<file path="src/rtl/uart_rx.sv">
// rtl/uart_rx.sv - 8N1 UART receiver with mid-bit sampling, frame error and break detection
module uart_rx #(
    parameter int CLK_COUNT = 434
) (
    input  logic       i_clk,
    input  logic       i_rst_n,
    input  logic       i_rx,
    output logic [7:0] o_data,
    output logic       o_valid,
    output logic       o_frame_err,
    output logic       o_busy
);

    typedef enum logic [2:0] {
        IDLE      = 3'd0,
        START_BIT = 3'd1,
        DATA_BIT  = 3'd2,
        STOP_BIT  = 3'd3,
        WAIT_HIGH = 3'd4
    } state_t;

    localparam logic [12:0] HALF_M1 = 13'(CLK_COUNT / 2 - 1);
    localparam logic [12:0] FULL_M1 = 13'(CLK_COUNT - 1);

    state_t      state_q, state_d;
    logic [12:0] cnt_q, cnt_d;
    logic [2:0]  idx_q, idx_d;
    logic [7:0]  shift_q, shift_d;
    logic [7:0]  data_q, data_d;
    logic        valid_q, valid_d;
    logic        ferr_q, ferr_d;
    logic        rx_meta_q, rx_meta_d;
    logic        rx_sync_q, rx_sync_d;

    always_comb begin
        rx_meta_d = i_rx;
        rx_sync_d = rx_meta_q;
        state_d   = state_q;
        cnt_d     = cnt_q;
        idx_d     = idx_q;
        shift_d   = shift_q;
        data_d    = data_q;
        valid_d   = 1'b0;
        ferr_d    = 1'b0;

        case (state_q)
            IDLE: begin
                cnt_d = '0;
                idx_d = '0;
                if (!rx_sync_q) begin
                    state_d = START_BIT;
                end
            end
            START_BIT: begin
                if (cnt_q == HALF_M1) begin
                    cnt_d   = '0;
                    // A line that is high again at mid-start was only a glitch.
                    state_d = rx_sync_q ? IDLE : DATA_BIT;
                end else begin
                    cnt_d = cnt_q + 13'd1;
                end
            end
            DATA_BIT: begin
                if (cnt_q == FULL_M1) begin
                    cnt_d          = '0;
                    shift_d[idx_q] = rx_sync_q;
                    if (idx_q == 3'd7) begin
                        idx_d   = '0;
                        state_d = STOP_BIT;
                    end else begin
                        idx_d = idx_q + 3'd1;
                    end
                end else begin
                    cnt_d = cnt_q + 13'd1;
                end
            end
            STOP_BIT: begin
                if (cnt_q == FULL_M1) begin
                    cnt_d = '0;
                    if (rx_sync_q) begin
                        data_d  = shift_q;
                        valid_d = 1'b1;
                        state_d = IDLE;
                    end else begin
                        ferr_d  = 1'b1;
                        state_d = WAIT_HIGH;
                    end
                end else begin
                    cnt_d = cnt_q + 13'd1;
                end
            end
            WAIT_HIGH: begin
                // Break: ignore the line until it returns high.
                if (rx_sync_q) begin
                    state_d = IDLE;
                end
            end
            default: begin
                state_d = IDLE;
                cnt_d   = '0;
                idx_d   = '0;
            end
        endcase
    end

    always_ff @(posedge i_clk or negedge i_rst_n) begin
        if (!i_rst_n) begin
            state_q   <= IDLE;
            cnt_q     <= '0;
            idx_q     <= '0;
            shift_q   <= '0;
            data_q    <= '0;
            valid_q   <= 1'b0;
            ferr_q    <= 1'b0;
            rx_meta_q <= 1'b1;
            rx_sync_q <= 1'b1;
        end else begin
            state_q   <= state_d;
            cnt_q     <= cnt_d;
            idx_q     <= idx_d;
            shift_q   <= shift_d;
            data_q    <= data_d;
            valid_q   <= valid_d;
            ferr_q    <= ferr_d;
            rx_meta_q <= rx_meta_d;
            rx_sync_q <= rx_sync_d;
        end
    end

    assign o_data      = data_q;
    assign o_valid     = valid_q;
    assign o_frame_err = ferr_q;
    assign o_busy      = (state_q != IDLE);

endmodule
</file>
<file path="config.mk">
export PLATFORM = sky130hd
export DESIGN_NAME = uart_rx
export DESIGN_NICKNAME = d
export VERILOG_FILES = /design/src/rtl/uart_rx.sv
export SDC_FILE = /design/constraint.sdc
export NUM_CORES = 1
export LEC_CHECK = 0
export BUFFER_PORTS_ARGS = -buffer_cell sky130_fd_sc_hd__buf_2
export CAP_MARGIN = 20
export CELL_PAD_IN_SITES_DETAIL_PLACEMENT = 0
export CELL_PAD_IN_SITES_GLOBAL_PLACEMENT = 1
export CORE_ASPECT_RATIO = 1.1
export CORE_MARGIN = 3
export CORE_UTILIZATION = 50
export DETAILED_ROUTE_END_ITERATION = 16
export HOLD_SLACK_MARGIN = 0.1
export PLACE_DENSITY = 0.95
export SYNTH_ARGS = -nofsm -noshare
export SYNTH_HDL_FRONTEND = slang
export SYNTH_SLANG_ARGS = --single-unit
</file>
<file path="constraint.sdc">
create_clock -name i_clk -period 5.9 [get_ports i_clk]
set_input_delay 0.59 -clock i_clk [delete_from_list [all_inputs] [get_ports i_clk]]
set_output_delay 0.59 -clock i_clk [all_outputs]
set_load 0.03 [all_outputs]
</file>
==> flow_summary.json <==
{
  "status": "finished, final reports clean",
  "path_clk_slew_ns": 0.08,
  "clk-insertion-delay-late_ns": 0.30,
  "io_buffers": 13,
  "ys_seq_area_share_pct": 47.95,
  "cts_buffers": 5,
  "dp_hpwl_um": 2559,
  "die_h_um": 73.01,
  "routabilityCongestion": 0.8728,
  "r2r_cells": 7,
  "via_per_inst": 5.487,
  "finalSetupViolations": 0,
  "grt_max_degree": 40,
  "crit_family": "simple AND/OR/NAND/NOR gates",
  "drt_iter0_drc": 93,
  "fin_ws_ns": 2.863,
  "clockBufferDepth": 2,
  "worstPathMaxFanout": 15,
  "grt_pass1_wl_um": 6837,
  "cts_root_buf": "clkbuf_8",
  "pwr_density_cell_nw_per_um2": 207.2,
  "postRouteAntennaNets": 0,
  "syn_area_um2": 2041,
  "total_power_mw": 0.4590,
  "ys_ff_latch": 39,
  "avgSynthCellArea_um2": 9.858,
  "fp-row-count": 23,
  "cellLeakagePower_nw": 1.072,
  "pin_count": 14,
  "min_from": "rx_meta_q",
  "antenna_found_initial": 0,
  "place_ws_ns": 2.866,
  "tritoncts": "yes",
  "route.detailed.drc": 0,
  "rr_endpoint": "cnt_q[9]",
  "startpoint_type": "register",
  "timing.rr.start": "cnt_q[1]",
  "ir_drop_uv": 130.3,
  "whs_path_depth": 0,
  "drt-total-wl_um": 3848,
  "crit_arrival_ns": 3.20,
  "clock_sinks": 39,
  "post-route-period-util_pct": 51.48,
  "hold_end": "rx_sync_q",
  "grt_pass1_vias": 1432,
  "dpl-instance-area_um2": 2126,
  "worst_path_largest_cell_delay_ns": 0.68,
  "critical_path_class": "reg -> reg",
  "worst-path-buf-inv": 1,
  "critPathSlowestCell": "nor4_2",
  "dp.cells": 259,
  "die_w_um": 66.91,
  "firstDrtPassIters": 4,
  "core_area_um2": 3770,
  "n_antenna_cell": 0,
  "hold_viol": 0,
  "vias": 1465,
  "hold_path.class": "reg -> reg",
  "timing.fmax_mhz": 329.2,
  "startpoint": "cnt_q[1]",
  "drv_slew": 0,
  "post_cts_buffers": 0,
  "final_cell_area_um2": 2215,
  "htree_levels": 2,
  "cts_resized": 0,
  "drive_gt1_share_pct": 22.12,
  "crit_path_frequent_cell": "nor2_1",
  "grt_usage_pct": 18.41,
  "maxCapViolCount": 0,
  "route.detailed.wl_per_inst_um": 14.41,
  "tightest_slew_ns": 0.9613,
  "syn_inst": 207,
  "r2r_setup_slack_ns": 2.86,
  "clock_skew_ns": 0.007619,
  "grt_remaining_overflow": 0,
  "finish.utilization_pct": 58.75,
  "crit_chain": "inv_1, ha_1, or3b_2, nor4_2, nor2_1, nor2_1, o21ai_0",
  "fin_cells": 267,
  "fin_crit_ns": 3.037,
  "setup_tns_ns": 0,
  "syn2layout_area_growth_pct": 8.522,
  "start_util_pct": 54.13,
  "cts_hold_buf": 0,
  "final_nets": 224,
  "worstPathRequired_ns": 6.06,
  "synth_fp_nets": 215,
  "worst_hold_slack_ns": 0.3578,
  "end_kind": "register",
  "die_area_um2": 4885,
  "rsz0062_at_grt": "false",
  "yosys_warnings": 0,
  "slew_headroom_pct": 35.77,
  "yosys.cell_types.count": 42
}
==> layer usage <==
layer | global-route usage, % | share of wire, %
met2 | 29.74 | 47
met5 | 0 | 0
met3 | 3.698 | 3.6
met1 | 23.52 | 48
met4 | 8.784 | 1.4
==> Yosys cell counts <==
master    number  area, um2
dfrtp_1       37      925.9
nand2_1       28      105.1
nor2_1        19      71.32
o21ai_0       18      90.09
mux2_2        15      168.9
clkbuf_1       8      30.03
nor3_1         6      30.03
ha_1           5      62.56
nand3_1        5      25.02
buf_2          4      20.02
nand2b_1       4      25.02
nor2b_1        4      25.02
o211ai_1       4      30.03
a21oi_1        3      15.01
and2_1         3      18.77
and3_1         3      18.77
inv_1          3      11.26
mux2_4         3      45.04
nand4_1        3      18.77
nor3b_1        3      22.52
o22ai_1        3      18.77
dfstp_2        2      52.55
nand3b_1       2      15.01
nor4_1         2      12.51
or3_1          2      12.51
xnor2_1        2      17.52
a211oi_1       1      7.510
a21o_1         1      7.510
a31oi_1        1      6.260
and2b_1        1      7.510
and3_4         1      11.26
and4_1         1      8.760
buf_4          1      7.510
nand3b_4       1      20.02
nand4b_1       1      8.760
nor4_2         1      12.51
nor4b_1        1      8.760
o221ai_1       1      8.760
o41ai_1        1      8.760
or3b_2         1      8.760
or4_4          1      11.26
xor2_1         1      8.760
==> where the power goes <==
group | internal, mW | switching [mW]
combinational | 0.00114 | 0.00542
clock | 0.0822 | 0.100
sequential | 0.268 | 0.00150
total | 0.352 | 0.107
==> registers in the layout, summed over array words and instances, names as in the netlist <==
register	count
o_data	8
shift_q	8
state_q	3
cnt_q	13
rx_meta_q	1
o_frame_err	1
idx_q	3
rx_sync_q	1
o_valid	1
==> worst max-delay path by stage <==
stage | to | cells after the start
final | cnt_q[9] | 7
after global routing | cnt_q[9] | 7
after CTS | cnt_q[9] | 7
after detailed placement | cnt_q[9] | 5
after global placement | cnt_q[8] | 5
after floorplan | shift_q[2] | 6
==> cells by family after synthesis <==
family | synth area share (%)
simple gates | 24.40
flops | 47.95
compound gates | 9.443
mux | 10.48
buf+inv | 3.372
fa+ha+maj | 3.066
xor+xnor | 1.288
==> layout by cell type (no fill, tap or decap), drive strengths merged, types with 5 or more instances in the layout <==
cell and n:
dfrtp 37, nand2 28, nor2 19, o21ai 18
mux2 18, buf 15, nor3 6, nand3 5
ha 5, clkbuf 5
==> final cells by class <==
cell class	instances	area [um2]
Clock buffer	5	68.82
Timing Repair Buffer	15	80.08
Tap cell	50	62.56
Multi-Input combinational cell	152	993.5
Sequential cell	39	978.4
Fill cell	326	1555
Clock inverter	3	20.02
Inverter	3	11.26
No activity file was read; power rests on OpenSTA's default activity.
